## src/rtl/regfile_writeback.sv

```systemverilog
// ============================================================================
// Module   : regfile_writeback
// Purpose  : Register-file write-port arbiter merging ALU results and load
//            returns, with a load-return queue and a pending-load scoreboard.
//            Optional macro WB_FAIR_EN bounds queue starvation under ALU load.
// Revision : 1.0  initial release
// ============================================================================
`default_nettype none

module regfile_writeback #(
    parameter  int WIDTH    = 32,
    parameter  int DEPTH    = 32,
    parameter  int LQ_DEPTH = 4,
    localparam int AW       = $clog2(DEPTH),
    localparam int CW       = $clog2(LQ_DEPTH + 1)
) (
    input  logic             clk,
    input  logic             rst,
    input  logic             alu_valid,
    output logic             alu_ready,
    input  logic [AW-1:0]    alu_rd,
    input  logic [WIDTH-1:0] alu_data,
    input  logic             ld_issue,
    input  logic [AW-1:0]    ld_issue_rd,
    input  logic             ld_valid,
    output logic             ld_ready,
    input  logic [AW-1:0]    ld_rd,
    input  logic [WIDTH-1:0] ld_data,
    output logic             wr_en,
    output logic [AW-1:0]    regW,
    output logic [WIDTH-1:0] portW,
    output logic [DEPTH-1:0] busy,
    output logic [CW-1:0]    lq_count
);

    localparam int          PW     = (LQ_DEPTH > 1) ? $clog2(LQ_DEPTH) : 1;
    localparam logic [CW-1:0] c_full = CW'(LQ_DEPTH);

    logic             r_wr_en;
    logic [AW-1:0]    r_regW;
    logic [WIDTH-1:0] r_portW;
    logic [DEPTH-1:0] r_busy;
    logic [CW-1:0]    r_count;
    logic [PW-1:0]    r_wp;
    logic [PW-1:0]    r_rp;
    logic [AW-1:0]    r_q_rd   [LQ_DEPTH];
    logic [WIDTH-1:0] r_q_data [LQ_DEPTH];

    logic             w_alu_sel;
    logic             w_q_nonempty;
    logic             w_ld_acc;
    logic             w_pop;
    logic             w_byp;
    logic             w_push;
    logic             w_sel_valid;
    logic             w_sel_load;
    logic             w_we;
    logic [AW-1:0]    w_sel_rd;
    logic [WIDTH-1:0] w_sel_data;
    logic [DEPTH-1:0] w_set;
    logic [DEPTH-1:0] w_clr;

    // ld_ready looks only at the pre-pop count, so a full queue never pushes
    assign ld_ready = !rst && (r_count < c_full);

`ifdef WB_FAIR_EN
    logic [1:0] r_starve;

    always_ff @(posedge clk) begin
        if (rst) begin
            r_starve <= 2'd0;
        end else if (w_pop) begin
            r_starve <= 2'd0;
        end else if (w_alu_sel && w_q_nonempty) begin
            r_starve <= r_starve + 2'd1;
        end
    end

    assign alu_ready = !rst && (r_starve != 2'd3);
`else
    assign alu_ready = !rst;
`endif

    always_comb begin
        w_alu_sel    = alu_valid && alu_ready;
        w_q_nonempty = (r_count != '0);
        w_ld_acc     = ld_valid && ld_ready;
        w_pop        = !w_alu_sel && w_q_nonempty;
        w_byp        = !w_alu_sel && !w_q_nonempty && w_ld_acc;
        w_push       = w_ld_acc && !w_byp;
        w_sel_valid  = w_alu_sel || w_pop || w_byp;
        w_sel_load   = w_pop || w_byp;

        w_sel_rd   = alu_rd;
        w_sel_data = alu_data;
        if (w_pop) begin
            w_sel_rd   = r_q_rd[r_rp];
            w_sel_data = r_q_data[r_rp];
        end else if (w_byp) begin
            w_sel_rd   = ld_rd;
            w_sel_data = ld_data;
        end

        // x0 results are consumed silently
        w_we = w_sel_valid && (w_sel_rd != '0);

        w_set = '0;
        w_clr = '0;
        if (ld_issue && (ld_issue_rd != '0)) begin
            w_set[ld_issue_rd] = 1'b1;
        end
        if (w_sel_load && w_we) begin
            w_clr[w_sel_rd] = 1'b1;
        end
    end

    always_ff @(posedge clk) begin
        if (rst) begin
            r_wr_en <= 1'b0;
            r_regW  <= '0;
            r_portW <= '0;
            r_busy  <= '0;
            r_count <= '0;
            r_wp    <= '0;
            r_rp    <= '0;
        end else begin
            r_wr_en <= w_we;
            if (w_we) begin
                r_regW  <= w_sel_rd;
                r_portW <= w_sel_data;
            end
            // a same-edge issue re-marks the register after its old load lands
            r_busy <= (r_busy & ~w_clr) | w_set;
            if (w_push) begin
                r_wp <= r_wp + 1'b1;
            end
            if (w_pop) begin
                r_rp <= r_rp + 1'b1;
            end
            if (w_push && !w_pop) begin
                r_count <= r_count + 1'b1;
            end else if (w_pop && !w_push) begin
                r_count <= r_count - 1'b1;
            end
        end
    end

    always_ff @(posedge clk) begin
        if (w_push) begin
            r_q_rd[r_wp]   <= ld_rd;
            r_q_data[r_wp] <= ld_data;
        end
    end

    assign wr_en    = r_wr_en;
    assign regW     = r_regW;
    assign portW    = r_portW;
    assign busy     = r_busy;
    assign lq_count = r_count;

endmodule

`default_nettype wire

```

## config.mk

```make
export PLATFORM = sky130hd
export DESIGN_NAME = regfile_writeback
export DESIGN_NICKNAME = d
export VERILOG_FILES = /design/src/rtl/regfile_writeback.sv
export SDC_FILE = /design/constraint.sdc
export NUM_CORES = 1
export LEC_CHECK = 0
export BUFFER_PORTS_ARGS = -buffer_cell sky130_fd_sc_hd__buf_2
export CORE_MARGIN = 5
export CORE_UTILIZATION = 32
export DETAILED_ROUTE_END_ITERATION = 6
export PLACE_DENSITY_LB_ADDON = 0.12
export RECOVER_POWER = 100
export SYNTH_ARGS = -nofsm -noshare
export SYNTH_HDL_FRONTEND = slang
export SYNTH_SLANG_ARGS = --single-unit
```

## constraint.sdc

```tcl
create_clock -name clk -period 2.8 [get_ports clk]
set_input_delay 0.14 -clock clk [delete_from_list [all_inputs] [get_ports clk]]
set_output_delay 0.14 -clock clk [all_outputs]
set_load 0.02 [all_outputs]
```

==> results by group <==
Clocking
  • CTS tree: yes
  • CTS Buf Count: 25
  • Clock buffer depth: 3
  • # H-tree levels: 1
  • CTS Root Cell: clkbuf_16
  • Worst-Skew Late Latency: 0.52 ns
  • CTS clk-pin slew, worst paths: 0.06 ns
  • CTS Sinks: 227

Floorplanning
  • Initial Util: 32.27%
  • Core area: 29480 sq um
  • Die H: 182.4 um
  • # rows: 63
  • Die X: 182.4 um
  • Die area: 33280 sq um
  • # IOs: 159

Synthesis
  • Post-synth EDFFs: 148
  • Synth area leader: edfxtp_1
  • Syn Std Cell Area: 9514 sq um
  • Post-synth top area share: 46.71%
  • Syn Area/Cell: 13.79 sq um
  • Synth Flop Type: edfxtp_1
  • Post-synthesis sequential element count: 227
  • Sequential area share after synthesis: 63.34%
  • Cells after synthesis: 690
  • Ys async rst share: 0%
  • Dominant cells by area after synthesis: edfxtp_1 47%, dfxtp_1 17%, mux4_2 8.8%
  • Post-Syn Nets: 780
  • Netlist cell types: 48
  • Synth warn: 0

Detailed routing
  • DRT iter0 DRCs: 471
  • Routed length per instance: 19.92 um
  • DR DRC count: 0
  • Vias/cell: 5.050
  • DR pass1 iterations: 5
  • DR vias: 6595
  • Routed WL: 26.02 mm
  • Antenna-violating nets left: 0

STA
  • # setup viols final: 0
  • Clk_skew: 0.01611 ns
  • RSZ-0062 raised after global routing: no
  • Final hold vios: 0
  • Measured slew at the worst slew-check pin: 0.9689 ns
  • Max Fclk: 371.7 MHz
  • Pins Over Slew Limit: 0
  • Max-slew headroom: 35.41%
  • Fin crit period: 2.691 ns
  • Setup TNS: 0 ns
  • Final period util: 96.09%

Placed design
  • Post-DP HPWL: 17.09 mm
  • RePlAce Congestion: 0.8148
  • IO buf count: 158
  • Post-Place Cells: 1218
  • DP Area: 10840 sq um

Power and ir drop
  • P per Cell Area: 902.1 nW/um^2
  • VDD IR-drop max: 0.3604 mV
  • Leakage: 3.876 nW

Cells and area
  • Area grow syn2layout: 23.76%
  • Non-Filler Instances: 1306
  • Share of layout cells above drive strength 1: 20.09%
  • Diodes inserted: 0
  • Fillers: 2881
  • Nets: 988
  • Final Cell Area: 11780 sq um

Worst setup path
  • Slowest-stage cell, CP: or3b_1
  • CP startpoint kind: flop
  • Critical Path RT: 3.24 ns
  • Critical path class: reg2reg
  • Setup crit end kind: flop
  • CP cell instances: or3b_1 > nor2_1 > ha_1 > inv_1 > fa_1 > xor2_1 > or3_1 > a21oi_1
  • Worst-path fanout max: 7
  • WP data arrival: 3.13 ns
  • Delay of the slowest critical-path stage: 0.51 ns

Hold path
  • Hold crit path type: in2reg

Global routing
  • Pin count of the biggest net entering global routing: 68
  • Vias in the first global route: 6978
  • Global-route wire length before repair: 40.31 mm
  • Initial antenna violation count: 1
  • Total track usage: 15.30%
  • GRT overflow: 0

Run
  • Max-cap viol count: 0

Run status
  • Status: completed
registers in the layout, summed over array words and instances, names as in the netlist, named ones only:
name	count
lq_count	3
r_q_rd	20
r_rp	2
wr_en	1
portW	32
busy	32
r_q_data	128
regW	5
r_wp	2
through the flow:
step	total power, mW	utilization [%]	setup WS [ns]	hold WS, ns
floorplan	6.626	-	0.07937	0.2389
global placement	7.685	36.78	0.2569	0.3680
detailed placement	7.739	36.78	0.1619	0.3792
CTS	10.94	40.82	0.06097	0.002860
global route	11.21	39.94	0.006072	0.03362
finish	10.62	39.94	0.1095	0.02419
path summary, 6_finish.rpt:
kind | from | endpoint | slack [ns] | cells after the start
min | ld_issue_rd[4] | busy[18] | 0.02 | 3
max | lq_count[2] | lq_count[2] | 0.11 | 8
max reg2reg | lq_count[2] | lq_count[2] | 0.11 | 8
min reg2reg | busy[0] | busy[0] | 0.47 | 1
cells in the mapped netlist, types with 2 or more instances:
library cell / number
dfxtp_1: 79
a21oi_1: 78
xor2_1: 3
a31o_2: 3
edfxtp_1: 148
o32ai_2: 30
o21ai_0: 33
nand3_1: 50
buf_1: 7
ha_1: 5
a31oi_1: 4
o21ai_1: 4
and3_1: 4
clkbuf_1: 27
a311oi_1: 3
nand2_1: 40
a211oi_1: 2
nand2b_1: 2
or3_1: 10
nor2b_1: 4
nor2_1: 16
nor3_2: 4
o32ai_1: 2
inv_2: 2
inv_1: 36
o211ai_1: 24
buf_2: 4
buf_6: 7
mux4_2: 37
nor3_1: 3
xnor2_1: 2
final cells by class:
cell class	instances	area, sq um	share of cell area [%]
Clock inverter	11	98.84	0.8394
Sequential cell	227	6028	51.20
Inverter	39	150.1	1.275
Timing Repair Buffer	226	1297	11.02
Tap cell	390	488.0	4.144
Clock buffer	34	669.4	5.685
Multi-Input combinational cell	379	3043	25.84
cell families after synthesis:
kind of cell	count (synthesis)	synth area share, %
fa+ha+maj	6	0.8680
xor+xnor	5	0.4604
buf+inv	84	3.919
flops	227	63.34
compound gates	190	15.02
mux	38	8.864
simple gates	140	7.536
layer usage:
metal | part of all wire, % | global-route usage (%)
met1 | 44 | 19.95
met2 | 50 | 27.04
met4 | 1.3 | 2.972
met3 | 4.9 | 2.591
met5 | 0.042 | 0
placed cells by master, fill, tap and decap left out, types with 5 or more instances in the layout:
cell,n
edfxtp_1,148
clkinv_1,6
buf_2,46
ha_1,5
a21oi_1,78
dfxtp_1,77
dlygate4sd3_1,42
inv_1,36
buf_4,16
o211ai_1,24
o32ai_2,18
clkbuf_16,25
mux4_2,37
nand2_1,39
o21ai_0,33
clkbuf_1,120
nor2_1,16
nand3_1,50
o32ai_1,14
or3_1,10
critical path: cells and delay by family, from the launching register on:
kind                       cells  cell delay, ns
and+or+nand+nor                3            1.18
DFF                            1            0.41
xor gates and xnor gates       1            0.16
AOI/OAI and AO/OA              1            0.15
adders and majority gates      2            0.65
buffers and inverters          1            0.07
timing repair:
item,in CTS,in global routing
resized for setup,0,1
hold buffers,42,0
setup buffers,0,1
endpoints found under the setup margin,0,7
hold endpoints to repair,158,0
power by group:
part	internal [mW]	switching, mW
combinational	1.19	2.04
sequential	3.98	0.288
clock	1.85	1.28
total	7.02	3.61
No activity file was read; power rests on OpenSTA's default activity.
